<file path="src/rtl/id_ex_reg_pkg.sv">
// Shared core definitions used by the ID/EX pipeline register: branch type,
// ALU class and opcode encodings, the x0 register index, and the packed
// control/data records that make up the execute-stage register.
package id_ex_reg_pkg;

  localparam int XLEN = 32;

  // Architectural zero register; never a real write destination.
  localparam logic [4:0] REG_X0 = 5'd0;

  // Branch type carried down the pipe (3 bits).
  localparam logic [2:0] BRANCH_TYPE_NONE    = 3'd0;
  localparam logic [2:0] BRANCH_TYPE_BEQ     = 3'd1;
  localparam logic [2:0] BRANCH_TYPE_BNE     = 3'd2;
  localparam logic [2:0] BRANCH_TYPE_BLT     = 3'd3;
  localparam logic [2:0] BRANCH_TYPE_BGE     = 3'd4;
  localparam logic [2:0] BRANCH_TYPE_BLTU    = 3'd5;
  localparam logic [2:0] BRANCH_TYPE_BGEU    = 3'd6;
  localparam logic [2:0] BRANCH_TYPE_INVALID = 3'd7;

  // ALU operation class handed to the execute-stage ALU decoder (2 bits).
  localparam logic [1:0] ALU_OP_DEFAULT = 2'd0;  // add (loads, stores, address calc)
  localparam logic [1:0] ALU_OP_BRANCH  = 2'd1;  // compare
  localparam logic [1:0] ALU_OP_RTYPE   = 2'd2;  // funct3/funct7 decoded
  localparam logic [1:0] ALU_OP_ITYPE   = 2'd3;  // funct3 decoded, immediate operand

  // Base opcodes (RV32I).
  localparam logic [6:0] OPCODE_LOAD   = 7'b0000011;
  localparam logic [6:0] OPCODE_STORE  = 7'b0100011;
  localparam logic [6:0] OPCODE_OP     = 7'b0110011;
  localparam logic [6:0] OPCODE_OP_IMM = 7'b0010011;
  localparam logic [6:0] OPCODE_BRANCH = 7'b1100011;
  localparam logic [6:0] OPCODE_JAL    = 7'b1101111;
  localparam logic [6:0] OPCODE_JALR   = 7'b1100111;
  localparam logic [6:0] OPCODE_LUI    = 7'b0110111;
  localparam logic [6:0] OPCODE_AUIPC  = 7'b0010111;

  // Control half of the execute-stage register.
  typedef struct packed {
    logic       valid;
    logic       reg_write;
    logic       mem_write;
    logic       mem_read;
    logic       alu_src;
    logic       result_src;
    logic [2:0] branch;
    logic [1:0] alu_op;
    logic [2:0] funct3;
    logic       funct7b5;
  } ctrl_t;

  // Data half of the execute-stage register.
  typedef struct packed {
    logic [XLEN-1:0] pc;
    logic [XLEN-1:0] rd1;
    logic [XLEN-1:0] rd2;
    logic [XLEN-1:0] imm_ext;
    logic [4:0]      rs1;
    logic [4:0]      rs2;
    logic [4:0]      rd;
  } data_t;

  // Turn a control record into a bubble: nothing architectural may happen.
  // ALU source and funct fields are left alone; they are don't-care once
  // valid is low.
  function automatic ctrl_t bubble_ctrl(input ctrl_t c);
    ctrl_t b;
    b            = c;
    b.valid      = 1'b0;
    b.reg_write  = 1'b0;
    b.mem_write  = 1'b0;
    b.mem_read   = 1'b0;
    b.result_src = 1'b0;
    b.branch     = BRANCH_TYPE_INVALID;
    b.alu_op     = ALU_OP_DEFAULT;
    return b;
  endfunction

endpackage

</file>
<file path="src/rtl/id_ex_reg_if.sv">
// Decode/execute boundary bundle: decode-stage (D) fields entering the
// register, execute-stage (E) copies leaving it, and the hazard/stall
// side-band. The decode side drives through 'master', the register
// itself connects through 'slave'.
interface id_ex_reg_if #(
  parameter int XLEN = id_ex_reg_pkg::XLEN
);

  // Decode-stage inputs
  logic            RegWriteD;
  logic            MemWriteD;
  logic            MemReadD;
  logic            ALUSrcD;
  logic            ResultSrcD;
  logic [2:0]      BranchD;
  logic [1:0]      ALUOpD;
  logic            ValidD;
  logic [XLEN-1:0] PCD;
  logic [XLEN-1:0] RD1D;
  logic [XLEN-1:0] RD2D;
  logic [XLEN-1:0] ImmExtD;
  logic [4:0]      Rs1D;
  logic [4:0]      Rs2D;
  logic [4:0]      RdD;
  logic [2:0]      funct3D;
  logic            funct7b5D;

  // Pipeline control from execute
  logic            FlushE;
  logic            StallE;

  // Execute-stage outputs
  logic            RegWriteE;
  logic            MemWriteE;
  logic            MemReadE;
  logic            ALUSrcE;
  logic            ResultSrcE;
  logic [2:0]      BranchE;
  logic [1:0]      ALUOpE;
  logic            ValidE;
  logic [XLEN-1:0] PCE;
  logic [XLEN-1:0] RD1E;
  logic [XLEN-1:0] RD2E;
  logic [XLEN-1:0] ImmExtE;
  logic [4:0]      Rs1E;
  logic [4:0]      Rs2E;
  logic [4:0]      RdE;
  logic [2:0]      funct3E;
  logic            funct7b5E;

  // Stall requests and bubble statistics
  logic            StallF;
  logic            StallD;
  logic [31:0]     BubbleCnt;

  modport master (
    output RegWriteD, MemWriteD, MemReadD, ALUSrcD, ResultSrcD, BranchD,
           ALUOpD, ValidD, PCD, RD1D, RD2D, ImmExtD, Rs1D, Rs2D, RdD,
           funct3D, funct7b5D, FlushE, StallE,
    input  RegWriteE, MemWriteE, MemReadE, ALUSrcE, ResultSrcE, BranchE,
           ALUOpE, ValidE, PCE, RD1E, RD2E, ImmExtE, Rs1E, Rs2E, RdE,
           funct3E, funct7b5E, StallF, StallD, BubbleCnt
  );

  modport slave (
    input  RegWriteD, MemWriteD, MemReadD, ALUSrcD, ResultSrcD, BranchD,
           ALUOpD, ValidD, PCD, RD1D, RD2D, ImmExtD, Rs1D, Rs2D, RdD,
           funct3D, funct7b5D, FlushE, StallE,
    output RegWriteE, MemWriteE, MemReadE, ALUSrcE, ResultSrcE, BranchE,
           ALUOpE, ValidE, PCE, RD1E, RD2E, ImmExtE, Rs1E, Rs2E, RdE,
           funct3E, funct7b5E, StallF, StallD, BubbleCnt
  );

endinterface

</file>
<file path="src/rtl/id_ex_reg_load_use_detect.sv">
// Load-use hazard detector: flags a decode instruction that reads the
// destination of a load currently sitting in execute. Rs2 is always
// compared, even for formats without rs2; a spurious stall only costs a
// cycle, a missed one corrupts data. x0 never creates a dependency.
module load_use_detect
  import id_ex_reg_pkg::*;
(
  input  logic       valid_e,
  input  logic       mem_read_e,
  input  logic [4:0] rd_e,
  input  logic       valid_d,
  input  logic [4:0] rs1_d,
  input  logic [4:0] rs2_d,
  output logic       hazard_d
);

  logic load_in_e_s;
  logic rd_match_s;

  // Decide whether the decode operands depend on an in-flight load
  always_comb begin
    load_in_e_s = valid_e & mem_read_e & (rd_e != REG_X0);
    rd_match_s  = (rd_e == rs1_d) | (rd_e == rs2_d);
    hazard_d    = load_in_e_s & valid_d & rd_match_s;
  end

endmodule

</file>
<file path="src/rtl/id_ex_reg.sv">
// ID/EX pipeline register for the 5-stage core.
// Captures decoder controls and decode-stage operands for execute, inserts
// a bubble on a load-use hazard (while stalling fetch/decode), honours a
// branch flush from execute and holds while execute is busy.
// Update priority per edge: FlushE, then StallE, then load-use, then load.
// Build option: define IDEX_BUBBLE_CNT_EN to get a free-running count of
// bubbles written into E on BubbleCnt; otherwise BubbleCnt reads 0.
module id_ex_reg
  import id_ex_reg_pkg::*;
(
  input  logic       clk,
  input  logic       rst_n,
  id_ex_reg_if.slave bus
);

  ctrl_t ctrl_r;
  data_t data_r;
  ctrl_t ctrl_d_s;
  data_t data_d_s;
  ctrl_t ctrl_next_s;
  data_t data_next_s;
  logic  hazard_s;

  // Assemble the decode-stage fields into register records
  always_comb begin
    ctrl_d_s            = '0;
    data_d_s            = '0;
    ctrl_d_s.valid      = bus.ValidD;
    ctrl_d_s.reg_write  = bus.RegWriteD;
    ctrl_d_s.mem_write  = bus.MemWriteD;
    ctrl_d_s.mem_read   = bus.MemReadD;
    ctrl_d_s.alu_src    = bus.ALUSrcD;
    ctrl_d_s.result_src = bus.ResultSrcD;
    ctrl_d_s.branch     = bus.BranchD;
    ctrl_d_s.alu_op     = bus.ALUOpD;
    ctrl_d_s.funct3     = bus.funct3D;
    ctrl_d_s.funct7b5   = bus.funct7b5D;
    data_d_s.pc         = bus.PCD;
    data_d_s.rd1        = bus.RD1D;
    data_d_s.rd2        = bus.RD2D;
    data_d_s.imm_ext    = bus.ImmExtD;
    data_d_s.rs1        = bus.Rs1D;
    data_d_s.rs2        = bus.Rs2D;
    data_d_s.rd         = bus.RdD;
  end

  load_use_detect u_load_use_detect (
    .valid_e    (ctrl_r.valid),
    .mem_read_e (ctrl_r.mem_read),
    .rd_e       (data_r.rd),
    .valid_d    (bus.ValidD),
    .rs1_d      (bus.Rs1D),
    .rs2_d      (bus.Rs2D),
    .hazard_d   (hazard_s)
  );

  // Stall requests are purely combinational so the hazard costs no extra cycle
  assign bus.StallF = hazard_s | bus.StallE;
  assign bus.StallD = hazard_s | bus.StallE;

  // Select what E holds after the next edge; flush beats every other request
  always_comb begin
    ctrl_next_s = ctrl_r;
    data_next_s = data_r;
    if (bus.FlushE) begin
      ctrl_next_s = bubble_ctrl(ctrl_r);
    end else if (bus.StallE) begin
      ctrl_next_s = ctrl_r;
    end else if (hazard_s) begin
      ctrl_next_s = bubble_ctrl(ctrl_r);
    end else begin
      ctrl_next_s = ctrl_d_s;
      data_next_s = data_d_s;
    end
  end

  // Execute-stage register; reset leaves a bubble with cleared data
  always_ff @(posedge clk or negedge rst_n) begin
    if (!rst_n) begin
      ctrl_r <= bubble_ctrl(ctrl_t'('0));
      data_r <= '0;
    end else begin
      ctrl_r <= ctrl_next_s;
      data_r <= data_next_s;
    end
  end

`ifdef IDEX_BUBBLE_CNT_EN
  logic        bubble_wr_s;
  logic [31:0] bubble_cnt_r;

  // A bubble is written on flush, or on load-use when execute is not holding
  assign bubble_wr_s = bus.FlushE | (~bus.StallE & hazard_s);

  // Count bubbles written into E; wraps naturally at 2^32
  always_ff @(posedge clk or negedge rst_n) begin
    if (!rst_n) begin
      bubble_cnt_r <= 32'd0;
    end else if (bubble_wr_s) begin
      bubble_cnt_r <= bubble_cnt_r + 32'd1;
    end else begin
      bubble_cnt_r <= bubble_cnt_r;
    end
  end

  assign bus.BubbleCnt = bubble_cnt_r;
`else
  assign bus.BubbleCnt = 32'd0;
`endif

  // Drive the execute-stage outputs straight from the register
  assign bus.ValidE     = ctrl_r.valid;
  assign bus.RegWriteE  = ctrl_r.reg_write;
  assign bus.MemWriteE  = ctrl_r.mem_write;
  assign bus.MemReadE   = ctrl_r.mem_read;
  assign bus.ALUSrcE    = ctrl_r.alu_src;
  assign bus.ResultSrcE = ctrl_r.result_src;
  assign bus.BranchE    = ctrl_r.branch;
  assign bus.ALUOpE     = ctrl_r.alu_op;
  assign bus.funct3E    = ctrl_r.funct3;
  assign bus.funct7b5E  = ctrl_r.funct7b5;
  assign bus.PCE        = data_r.pc;
  assign bus.RD1E       = data_r.rd1;
  assign bus.RD2E       = data_r.rd2;
  assign bus.ImmExtE    = data_r.imm_ext;
  assign bus.Rs1E       = data_r.rs1;
  assign bus.Rs2E       = data_r.rs2;
  assign bus.RdE        = data_r.rd;

endmodule

</file>
<file path="src/flat_wrapper.sv">
// flat-port wrapper written by rule: the top's interface ports become plain ports
module id_ex_reg_flat import id_ex_reg_pkg::*;
  (clk, rst_n, bus_RegWriteD, bus_MemWriteD, bus_MemReadD, bus_ALUSrcD, bus_ResultSrcD, bus_BranchD, bus_ALUOpD, bus_ValidD, bus_PCD, bus_RD1D, bus_RD2D, bus_ImmExtD, bus_Rs1D, bus_Rs2D, bus_RdD, bus_funct3D, bus_funct7b5D, bus_FlushE, bus_StallE, bus_RegWriteE, bus_MemWriteE, bus_MemReadE, bus_ALUSrcE, bus_ResultSrcE, bus_BranchE, bus_ALUOpE, bus_ValidE, bus_PCE, bus_RD1E, bus_RD2E, bus_ImmExtE, bus_Rs1E, bus_Rs2E, bus_RdE, bus_funct3E, bus_funct7b5E, bus_StallF, bus_StallD, bus_BubbleCnt);
  id_ex_reg_if bus_i ();
  input  logic clk;
  input  logic rst_n;
  input wire logic [$bits(bus_i.RegWriteD)-1:0] bus_RegWriteD;
  input wire logic [$bits(bus_i.MemWriteD)-1:0] bus_MemWriteD;
  input wire logic [$bits(bus_i.MemReadD)-1:0] bus_MemReadD;
  input wire logic [$bits(bus_i.ALUSrcD)-1:0] bus_ALUSrcD;
  input wire logic [$bits(bus_i.ResultSrcD)-1:0] bus_ResultSrcD;
  input wire logic [$bits(bus_i.BranchD)-1:0] bus_BranchD;
  input wire logic [$bits(bus_i.ALUOpD)-1:0] bus_ALUOpD;
  input wire logic [$bits(bus_i.ValidD)-1:0] bus_ValidD;
  input wire logic [$bits(bus_i.PCD)-1:0] bus_PCD;
  input wire logic [$bits(bus_i.RD1D)-1:0] bus_RD1D;
  input wire logic [$bits(bus_i.RD2D)-1:0] bus_RD2D;
  input wire logic [$bits(bus_i.ImmExtD)-1:0] bus_ImmExtD;
  input wire logic [$bits(bus_i.Rs1D)-1:0] bus_Rs1D;
  input wire logic [$bits(bus_i.Rs2D)-1:0] bus_Rs2D;
  input wire logic [$bits(bus_i.RdD)-1:0] bus_RdD;
  input wire logic [$bits(bus_i.funct3D)-1:0] bus_funct3D;
  input wire logic [$bits(bus_i.funct7b5D)-1:0] bus_funct7b5D;
  input wire logic [$bits(bus_i.FlushE)-1:0] bus_FlushE;
  input wire logic [$bits(bus_i.StallE)-1:0] bus_StallE;
  output wire logic [$bits(bus_i.RegWriteE)-1:0] bus_RegWriteE;
  output wire logic [$bits(bus_i.MemWriteE)-1:0] bus_MemWriteE;
  output wire logic [$bits(bus_i.MemReadE)-1:0] bus_MemReadE;
  output wire logic [$bits(bus_i.ALUSrcE)-1:0] bus_ALUSrcE;
  output wire logic [$bits(bus_i.ResultSrcE)-1:0] bus_ResultSrcE;
  output wire logic [$bits(bus_i.BranchE)-1:0] bus_BranchE;
  output wire logic [$bits(bus_i.ALUOpE)-1:0] bus_ALUOpE;
  output wire logic [$bits(bus_i.ValidE)-1:0] bus_ValidE;
  output wire logic [$bits(bus_i.PCE)-1:0] bus_PCE;
  output wire logic [$bits(bus_i.RD1E)-1:0] bus_RD1E;
  output wire logic [$bits(bus_i.RD2E)-1:0] bus_RD2E;
  output wire logic [$bits(bus_i.ImmExtE)-1:0] bus_ImmExtE;
  output wire logic [$bits(bus_i.Rs1E)-1:0] bus_Rs1E;
  output wire logic [$bits(bus_i.Rs2E)-1:0] bus_Rs2E;
  output wire logic [$bits(bus_i.RdE)-1:0] bus_RdE;
  output wire logic [$bits(bus_i.funct3E)-1:0] bus_funct3E;
  output wire logic [$bits(bus_i.funct7b5E)-1:0] bus_funct7b5E;
  output wire logic [$bits(bus_i.StallF)-1:0] bus_StallF;
  output wire logic [$bits(bus_i.StallD)-1:0] bus_StallD;
  output wire logic [$bits(bus_i.BubbleCnt)-1:0] bus_BubbleCnt;
  assign bus_i.RegWriteD = bus_RegWriteD;
  assign bus_i.MemWriteD = bus_MemWriteD;
  assign bus_i.MemReadD = bus_MemReadD;
  assign bus_i.ALUSrcD = bus_ALUSrcD;
  assign bus_i.ResultSrcD = bus_ResultSrcD;
  assign bus_i.BranchD = bus_BranchD;
  assign bus_i.ALUOpD = bus_ALUOpD;
  assign bus_i.ValidD = bus_ValidD;
  assign bus_i.PCD = bus_PCD;
  assign bus_i.RD1D = bus_RD1D;
  assign bus_i.RD2D = bus_RD2D;
  assign bus_i.ImmExtD = bus_ImmExtD;
  assign bus_i.Rs1D = bus_Rs1D;
  assign bus_i.Rs2D = bus_Rs2D;
  assign bus_i.RdD = bus_RdD;
  assign bus_i.funct3D = bus_funct3D;
  assign bus_i.funct7b5D = bus_funct7b5D;
  assign bus_i.FlushE = bus_FlushE;
  assign bus_i.StallE = bus_StallE;
  assign bus_RegWriteE = bus_i.RegWriteE;
  assign bus_MemWriteE = bus_i.MemWriteE;
  assign bus_MemReadE = bus_i.MemReadE;
  assign bus_ALUSrcE = bus_i.ALUSrcE;
  assign bus_ResultSrcE = bus_i.ResultSrcE;
  assign bus_BranchE = bus_i.BranchE;
  assign bus_ALUOpE = bus_i.ALUOpE;
  assign bus_ValidE = bus_i.ValidE;
  assign bus_PCE = bus_i.PCE;
  assign bus_RD1E = bus_i.RD1E;
  assign bus_RD2E = bus_i.RD2E;
  assign bus_ImmExtE = bus_i.ImmExtE;
  assign bus_Rs1E = bus_i.Rs1E;
  assign bus_Rs2E = bus_i.Rs2E;
  assign bus_RdE = bus_i.RdE;
  assign bus_funct3E = bus_i.funct3E;
  assign bus_funct7b5E = bus_i.funct7b5E;
  assign bus_StallF = bus_i.StallF;
  assign bus_StallD = bus_i.StallD;
  assign bus_BubbleCnt = bus_i.BubbleCnt;
  id_ex_reg u_core (.clk(clk), .rst_n(rst_n), .bus(bus_i));
endmodule
</file>
<file path="config.mk">
export PLATFORM = sky130hd
export DESIGN_NAME = id_ex_reg_flat
export DESIGN_NICKNAME = d
export VERILOG_FILES = /design/src/rtl/id_ex_reg_pkg.sv /design/src/rtl/id_ex_reg_if.sv /design/src/rtl/id_ex_reg_load_use_detect.sv /design/src/rtl/id_ex_reg.sv /design/src/flat_wrapper.sv
export SDC_FILE = /design/constraint.sdc
export NUM_CORES = 1
export LEC_CHECK = 0
export ABC_CLOCK_PERIOD_IN_PS = 1800
export BUFFER_PORTS_ARGS = -buffer_cell sky130_fd_sc_hd__buf_4
export CAP_MARGIN = 20
export CORE_AREA = 4 4 135 137
export DETAILED_ROUTE_END_ITERATION = 7
export DIE_AREA = 0 0 139 141
export HOLD_SLACK_MARGIN = 0.12
export PLACE_DENSITY = 0.8
export SYNTH_ARGS = -nofsm -noshare
export SYNTH_HDL_FRONTEND = slang
export SYNTH_SLANG_ARGS = --single-unit
</file>
<file path="constraint.sdc">
create_clock -name clk -period 1.8 [get_ports clk]
set_input_delay 0.18 -clock clk [delete_from_list [all_inputs] [get_ports clk]]
set_output_delay 0.18 -clock clk [all_outputs]
set_load 0.03 [all_outputs]
</file>
======== After elaboration in Yosys (flattened, before gate mapping) ========
Cells that the tools add are included.
word-level totals
  memory bits (read-only) ................. 0
  bits in registers ....................... 158
  bits in latches ......................... 0
  logic and storage cells ................. 34
  memories ................................ 0
  output and inout bits ................... 192
  bits in writable memories ............... 0
  bits of input ports ..................... 162
operators by class
  bitwise gates (word level) .............. 9
  mux-type cells .......................... 3
  multiply operators ...................... 0
  add/sub/neg operators ................... 0
  order comparisons ....................... 0
  shift-type cells ........................ 0
  equality and inequality tests ........... 3
  div/mod/pow operators ................... 0
  reductions and logical operators ........ 2
operators by type and width
  cell                count
  $mux 15             3
  $eq 5x5->1          2
  $reduce_bool 5->1   1
  $and 1x1->1         4
  $not 1->1           3
  $reduce_and 3->1    1
  $ne 2x2->1 const B  1
  $or 1x1->1          2

======== Logic depth before layout (Yosys ltp) ========
Gate-level depths: netlist of the first run.
  depth in word-level cells ............... 7
  mapped depth ............................ 7
  depth with buffers taken out ............ 5

======== Cells and area by module ========
Synthesis of the first run repeated with hierarchy kept, for this count alone.
second synthesis, totals
  cell total of the unflattened synthesis .. 409
  area total of the unflattened synthesis .. 6376.1 um^2
modules (own cells, without submodules)
  module           times used  sequential area each (um^2)  cells each  area each (um^2)
  id_ex_reg        1           3957.5                       392         6247.2
  load_use_detect  1           0.0                          17          128.9

======== Least setup slack after synthesis of the first run ========
OpenSTA, ideal clock, no wires.
  path kind ............................... flip-flop to flip-flop
  start point ............................. register u_core.data_r (netlist bit u_core.bus.RdE[1])
  end point ............................... register u_core.data_r (netlist bit u_core.bus.ImmExtE[0])
  path buffers ............................ 2
  data arrival time ....................... 1741 ps
  stages on the path, launching flop included .. 8
  setup slack ............................. -66 ps
  required time ........................... 1675 ps
  cells stage by stage .................... dfrtp_1 > xnor2_1 > nand3_1 > o22ai_2 > a21oi_4 > buf_12 > buf_12 > mux2_4
on the way
  word-level cells in the longest chain between the ends .. 6
  elaborated cells between the ends (all ways) .. 9
ends and longest elaborated chain
  element                       RTL line                         text
  from (decl)                   id_ex_reg.sv:17                  data_t data_r;
  from (signal assigned)        id_ex_reg.sv:84                  data_r <= data_next_s;
  $reduce_bool 5->1             id_ex_reg_load_use_detect.sv:22  load_in_e_s = valid_e & mem_read_e & (rd_e != REG_X0);
  $and 1x1->1                   id_ex_reg_load_use_detect.sv:22
  $and 1x1->1                   id_ex_reg_load_use_detect.sv:24  hazard_d = load_in_e_s & valid_d & rd_match_s;
  $and 1x1->1 *                 id_ex_reg_load_use_detect.sv:24
  $not 1->1 (no line) *         --
  $reduce_and 3->1 (no line) *  --
Every way passes the cells marked *; elsewhere a longest branch is shown, timed or not.
A chain may end at the register's enable or synchronous reset.

======== Final worst setup path of the first run ========
  start point ............................. register u_core.data_r (netlist bit u_core.bus.RdE[4])
  end point ............................... register u_core.data_r (netlist bit u_core.bus.PCE[23])
The elaborated chain is that of the path after synthesis.

==> results of run 1 <==
[Yosys cell counts]
cell type / count
nor2b_1: 1
dfrtp_1: 155
o22ai_2: 1
or2_2: 1
buf_12: 11
mux2_4: 120
nand3_1: 3
a22o_1: 2
conb_1: 1
a32o_1: 5
a21oi_4: 1
nor3_1: 2
clkbuf_1: 2
buf_6: 1
mux2_2: 28
nand2_1: 3
dfstp_2: 3
nor3b_1: 2
buf_8: 2
a21oi_1: 4
nor2_1: 7
nand2b_1: 2
buf_4: 35
xnor2_1: 10
[layer usage]
layer | wire (µm) | global-route usage [%] | part of all wire [%]
met3 | 1420 | 6.41 | 6.5
met1 | 8000 | 24.2 | 37
met4 | 717 | 9.22 | 3.3
met5 | 0 | 0 | 0
met2 | 11700 | 40.3 | 54
[what timing repair did]
item / CTS / global route
setup buffers: 4 / 1
pin swaps: 1 / 0
endpoints found under the hold margin: 311 / 0
gates resized for setup: 3 / 13
endpoints found under the setup margin: 145 / 150
hold buffers: 159 / 0
[kinds of logic (layout without fill, tap and decap cells)]
family,count (synthesis),after routing,share of synthesized area [%]
DFF,158,158,57.2
AOI/OAI and AO/OA,13,13,1.68
buffers and inverters,51,545,7.69
muxes,148,148,30.6
and+or+nand+nor,21,21,1.48
other,1,35,0.0542
xor gates and xnor gates,10,10,1.27
[flip-flops by register name, indices dropped and copies added, names as in the netlist]
signal,cells
u_core.bus.ImmExtE,32
u_core.bus.PCE,32
u_core.bus.RD1E,32
u_core.bus.RD2E,32
u_core.bus.RdE,5
u_core.bus.Rs1E,5
u_core.bus.Rs2E,5
u_core.bus.BranchE,3
u_core.bus.funct3E,3
u_core.bus.ALUOpE,2
u_core.bus.ALUSrcE,1
u_core.bus.MemReadE,1
u_core.bus.MemWriteE,1
u_core.bus.RegWriteE,1
u_core.bus.ResultSrcE,1
u_core.bus.ValidE,1
u_core.bus.funct7b5E,1
[power by group]
part | switching [mW] | internal (mW) | total (mW)
sequential | 0.361 | 4.07 | 4.43
clock | 1.52 | 1.79 | 3.31
combinational | 1.93 | 1.87 | 3.80
[worst max path at each step]
stage / slack [ps] / to / cells after the start
2_1_floorplan: 3 / u_core.bus.RdE[2]$_DFFE_PN0P_ / 7
3_3_place_gp: -10 / u_core.bus.RdE[0]$_DFFE_PN0P_ / 6
3_5_place_dp: -60 / u_core.bus.RD2E[17]$_DFFE_PN0P_ / 7
4_1_cts: -130 / u_core.bus.PCE[23]$_DFFE_PN0P_ / 8
5_1_grt: -270 / u_core.bus.RD2E[19]$_DFFE_PN0P_ / 8
6_report: -190 / u_core.bus.PCE[23]$_DFFE_PN0P_ / 8
[placed cells by master (no fill, tap or decap), types with 4 or more instances in the layout]
cell type	synthesis	final
a32o_1	5	5
mux2_2	28	20
dlygate4sd3_1	0	159
nor2_1	7	7
buf_12	11	7
dfrtp_2	0	5
xnor2_1	10	8
buf_4	35	341
a21oi_1	4	4
mux2_4	120	128
conb_1	1	32
clkinv_4	0	6
clkbuf_16	0	17
dfrtp_1	155	150
[worst register-to-register path, cell delays in order, from the launching register on]
cell,delay [ps]
dfrtp_2,460
xnor2_2,160
nand3_1,100
o22ai_2,90
buf_4,150
a21oi_4,200
buf_12,200
buf_16,190
mux2_4,330
[area by class of cell]
type	count	area, µm²
Multi-Input combinational cell	224	2590
Sequential cell	158	3960
Clock buffer	18	429
Clock inverter	14	114
Tap cell	225	282
Fill cell	1091	5260
Timing Repair Buffer	513	4410
Antenna cell	3	7.51
[per-stage QoR]
stage | instance area, µm² | utilization [%] | power [mW] | setup TNS [ps]
3_3_place_gp | 9540 | 55.9 | 7.80 | -142
5_1_grt | 11800 | 69.2 | 12.0 | -34650
3_5_place_dp | 9540 | 55.9 | 7.88 | -5440
4_1_cts | 11700 | 68.7 | 11.5 | -15380
2_1_floorplan | 7040 | - | 6.49 | 0
6_report | 11800 | 69.2 | 11.5 | -22000
==> flow_summary.toml, run 1 <==
[logic_synthesis]
yosysUniqueCellTypes = 24
yosys.area.top_type = "dfrtp_1"
synth_area_per_cell_um2 = 17.2
yosysWarnings = 0
synth_top_area_share_pct = 56.1
syn_area_mm2 = 0.00692
ys_seq_elements = 158
syn_inst = 402
yosys-top-cells-area = "dfrtp_1, mux2_4, mux2_2"
ys_seq_area_share_pct = 57.2

[sta]
fmax_ghz = 0.503
final.setup_skew_ps = 7.72
setup_viol = 150
fin_ws_ps = -187
fin_crit_ps = 1990
min_period_over_period_pct = 110
slew_viol_final = 0
hold_slack_ps = 161
hold_violations = 0
rsz0062_at_grt = "true"

[floorplanning]
start_util_pct = 40.6
fp.dieH_um = 141
rows = 48
core_area_mm2 = 0.0171
fp.dieArea_mm2 = 0.0196
io_pins = 354
die_w_um = 139

[worst_hold_path]
worstHoldPathCells = 3
hp-class = "primary input to register"
holdPathEnd = "u_core.bus.ValidE$_DFFE_PN0P_"
holdCritStartpoint = "bus_FlushE"

[clocking]
cts_num_sinks = 158
clk_latency_ps = 420
cts-buffers-inserted = 17
cts-root-buf = "clkbuf_16"
clockBufferDepth = 2
clk_pin_slew_ps = 70
cts_tree = "yes"
htree_levels = 4

[critical_path]
rr_worst_depth = 8
cpLargestDelayFamily = "buffers and inverters"
cp_slowest_cell = "dfrtp_2"
critPathMaxFanout = 15
crit_buf_inv = 3
crit_path_start = "u_core.bus.RdE[4]$_DFFE_PN0P_"
cp-start-kind = "register"
r2r-end = "u_core.bus.PCE[23]$_DFFE_PN0P_"
cp-end-kind = "register"
path_cells = "xnor2_2 > nand3_1 > o22ai_2 > buf_4 > a21oi_4 > buf_12 > buf_16 > mux2_4"
rrSetupSlack_ps = -190
criticalPathCategory = "register to register"
worstReg2RegStart = "u_core.bus.RdE[4]$_DFFE_PN0P_"
cpPeakStageDelay_ps = 460
required_ps = 2100
crit_arrival_ps = 2290

[run_status]
status = "finished with violations"
violations = "negative setup slack"

[routing]
drt-wirelength-per-cell_um = 18.9
detail-route-antenna-nets = 0
drt_iter0_drc = 174
vias_per_cell = 4.57
drt_first_pass_iters = 4
routed_wl_um = 21900
drc = 0
num_vias = 5279

[global_route]
grtUsageTotal_pct = 22.1
grt_max_degree = 53
antenna_found_initial = 3
grt_pass1_vias = 6051
grt_pass1_wl_um = 34100
gr-total-overflow = 0

[pwr]
p_per_area_mw_per_mm2 = 978
power_leakage_nw = 5.78
ir_drop_mv = 0.700

[finish]
layout-drive-gt1-share_pct = 58.9
fin_cells = 1155
fin_nets = 1076
area_growth_pct = 70.5

[placed_design]
hpwlAfterDp_um = 13700
finalWeightedCongestion = 0.787
place_ws_ps = -61.2
io_buffers = 321
dpl.cell_count = 956

[run]
max_cap_viol_count = 0
(Power assumes the default switching activity.)
==> run 2, diff against run 1 <==
--- a/config.mk
+++ b/config.mk
@@ -13,6 +13,7 @@
 export DIE_AREA = 0 0 139 141
 export HOLD_SLACK_MARGIN = 0.12
 export PLACE_DENSITY = 0.8
+export SETUP_SLACK_MARGIN = 0.3
 export SYNTH_ARGS = -nofsm -noshare
 export SYNTH_HDL_FRONTEND = slang
 export SYNTH_SLANG_ARGS = --single-unit
==> run 2 against run 1 <==
Net effect: the run still ends with negative setup slack left; cell area is 7.2% higher; non-clock buffer count up 29; critical path depth up 1; clock skew increased by 6.1 ps.
==> flow_summary.toml, run 2 (synthesized netlist as in run 1, its figures left out) <==
[critical_path]
rr_worst_depth = 9
cp-start-kind = "register"
rrSetupSlack_ps = -310
crit_arrival_ps = 2400
critPathMaxFanout = 8
cp-end-kind = "register"
required_ps = 2100
criticalPathCategory = "register to register"
r2r-end = "u_core.bus.RD1E[4]$_DFFE_PN0P_"
worstReg2RegStart = "u_core.bus.RdE[3]$_DFFE_PN0P_"

[clocking]
clk_pin_slew_ps = 70
cts_tree = "yes"
clockBufferDepth = 2
cts-root-buf = "clkbuf_16"
clk_latency_ps = 420
cts_num_sinks = 158
cts-buffers-inserted = 17
htree_levels = 4

[worst_hold_path]
holdCritStartpoint = "bus_StallE"
holdPathEnd = "u_core.bus.ALUOpE[1]$_DFFE_PN0P_"
worstHoldPathCells = 3
hp-class = "primary input to register"

[routing]
drc = 0
drt_first_pass_iters = 4
routed_wl_um = 24500
detail-route-antenna-nets = 0
num_vias = 5512
drt_iter0_drc = 205
drt-wirelength-per-cell_um = 20.8
vias_per_cell = 4.67

[placed_design]
io_buffers = 321
placed_area_mm2 = 0.00961
hpwlAfterDp_um = 13500
finalWeightedCongestion = 0.789

[floorplanning]
fp.dieArea_mm2 = 0.0196
die_w_um = 139
start_util_pct = 40.6
core_area_mm2 = 0.0171
fp.dieH_um = 141
rows = 48
io_pins = 354

[run]
max_cap_viol_count = 0

[sta]
min_period_over_period_pct = 117
fmax_ghz = 0.475
worst_pin_slew_ps = 608
hold_violations = 0
rsz0062_at_grt = "true"
max_slew_margin_pct = 59.4
setup_viol = 150
slew_viol_final = 0
fin_crit_ps = 2110
final.setup_skew_ps = 13.9
fin_ws_ps = -305
hold_slack_ps = 207

[finish]
final_area_mm2 = 0.0126
antenna_cells = 0
fin_nets = 1105
mostFrequentLayoutCells = "buf_4, dlygate4sd3_1, dfrtp_1, mux2_4, conb_1"
area_growth_pct = 82.9
layout-drive-gt1-share_pct = 61.8
mostFrequentLayoutCell = "buf_4"

[global_route]
grt_pass1_wl_um = 35700
grt_max_degree = 49
grtUsageTotal_pct = 23.3
grt_pass1_vias = 6174
antenna_found_initial = 0
gr-total-overflow = 0

[run_status]
status = "finished with violations"
violations = "negative setup slack"

[pwr]
ir_drop_mv = 0.625
p_per_area_mw_per_mm2 = 969
power_leakage_nw = 6.19
run 2: changes by cell type in the layout (fill, tap and decap cells not counted), moves of 4 or more:
cell and change:
buf_12 +6, buf_16 +4, buf_4 -14, buf_6 +15
buf_8 +13, clkbuf_16 +5, clkinv_4 -6, mux2_2 -17
mux2_4 +17, xnor2_1 -6, xnor2_2 +6
run 2: area by class of cell:
cell class                 count  area, µm²
multi-input combinational    224       2780
clock buffer                  19        433
timing repair buffer         542       5030
sequential                   158       3960
tap                          225        282
clock inverter                12        160
fill                         976       4410
run 2: worst max-delay path by stage:
| stage | cells after the start | endpoint | start | slack (ps) |
|---|---|---|---|---|
| after floorplan | 7 | u_core.bus.RdE[2]$_DFFE_PN0P_ | u_core.bus.RdE[4]$_DFFE_PN0P_ | 20 |
| after global routing | 9 | u_core.bus.RD1E[4]$_DFFE_PN0P_ | u_core.bus.RdE[3]$_DFFE_PN0P_ | -360 |
| after CTS | 7 | bus_StallD | u_core.bus.RdE[3]$_DFFE_PN0P_ | -240 |
| after detailed placement | 7 | u_core.bus.RD2E[23]$_DFFE_PN0P_ | u_core.bus.RdE[3]$_DFFE_PN0P_ | -90 |
| after global placement | 7 | u_core.bus.RD2E[17]$_DFFE_PN0P_ | u_core.bus.RdE[0]$_DFFE_PN0P_ | -40 |
| final | 9 | u_core.bus.RD1E[4]$_DFFE_PN0P_ | u_core.bus.RdE[3]$_DFFE_PN0P_ | -310 |
run 2: per-stage QoR:
stage	std cells	util (%)	setup slack [ps]	TNS [ps]	power, mW
3_5_place_dp	958	56.3	-94.7	-7810	7.90
5_1_grt	1180	74.1	-360	-47370	12.7
6_report	1180	74.1	-305	-37990	12.3
4_1_cts	1167	72.4	-242	-25630	12.1
2_1_floorplan	433	-	22.6	0	6.50
3_3_place_gp	958	56.3	-44.3	-2680	7.83
run 2: power by group:
part / total, mW / switching [mW] / leakage (nW) / internal, mW
sequential: 4.45 / 0.382 / 1.86 / 4.07
clock: 3.69 / 1.50 / 0.277 / 2.19
combinational: 4.12 / 2.05 / 4.06 / 2.07
total: 12.3 / 3.93 / 6.19 / 8.33
run 2: metal layers:
layer / GRT usage, % / up-vias / part of all wire, %
li1: - / 2420 / -
met1: 26.0 / 2735 / 36
met5: 0 / - / 0
met3: 6.78 / 67 / 6.7
met2: 41.6 / 290 / 53
met4: 10.1 / 0 / 4.0
run 2: timing repair:
action	CTS	global route
hold endpoints to repair	298	0
endpoints found under the setup margin	160	159
gates cloned	6	5
gates resized for setup	74	24
pin swaps	5	19
hold buffers	159	0
setup buffers	13	8
run 2: worst max-delay path, cell delays in order (launching register included):
cell and delay (ps):
dfrtp_2 460, xnor2_1 150, nand2_1 130, o22ai_4 100
buf_6 130, a21oi_4 200, buf_6 170, buf_12 160
clkbuf_16 170, mux2_4 290
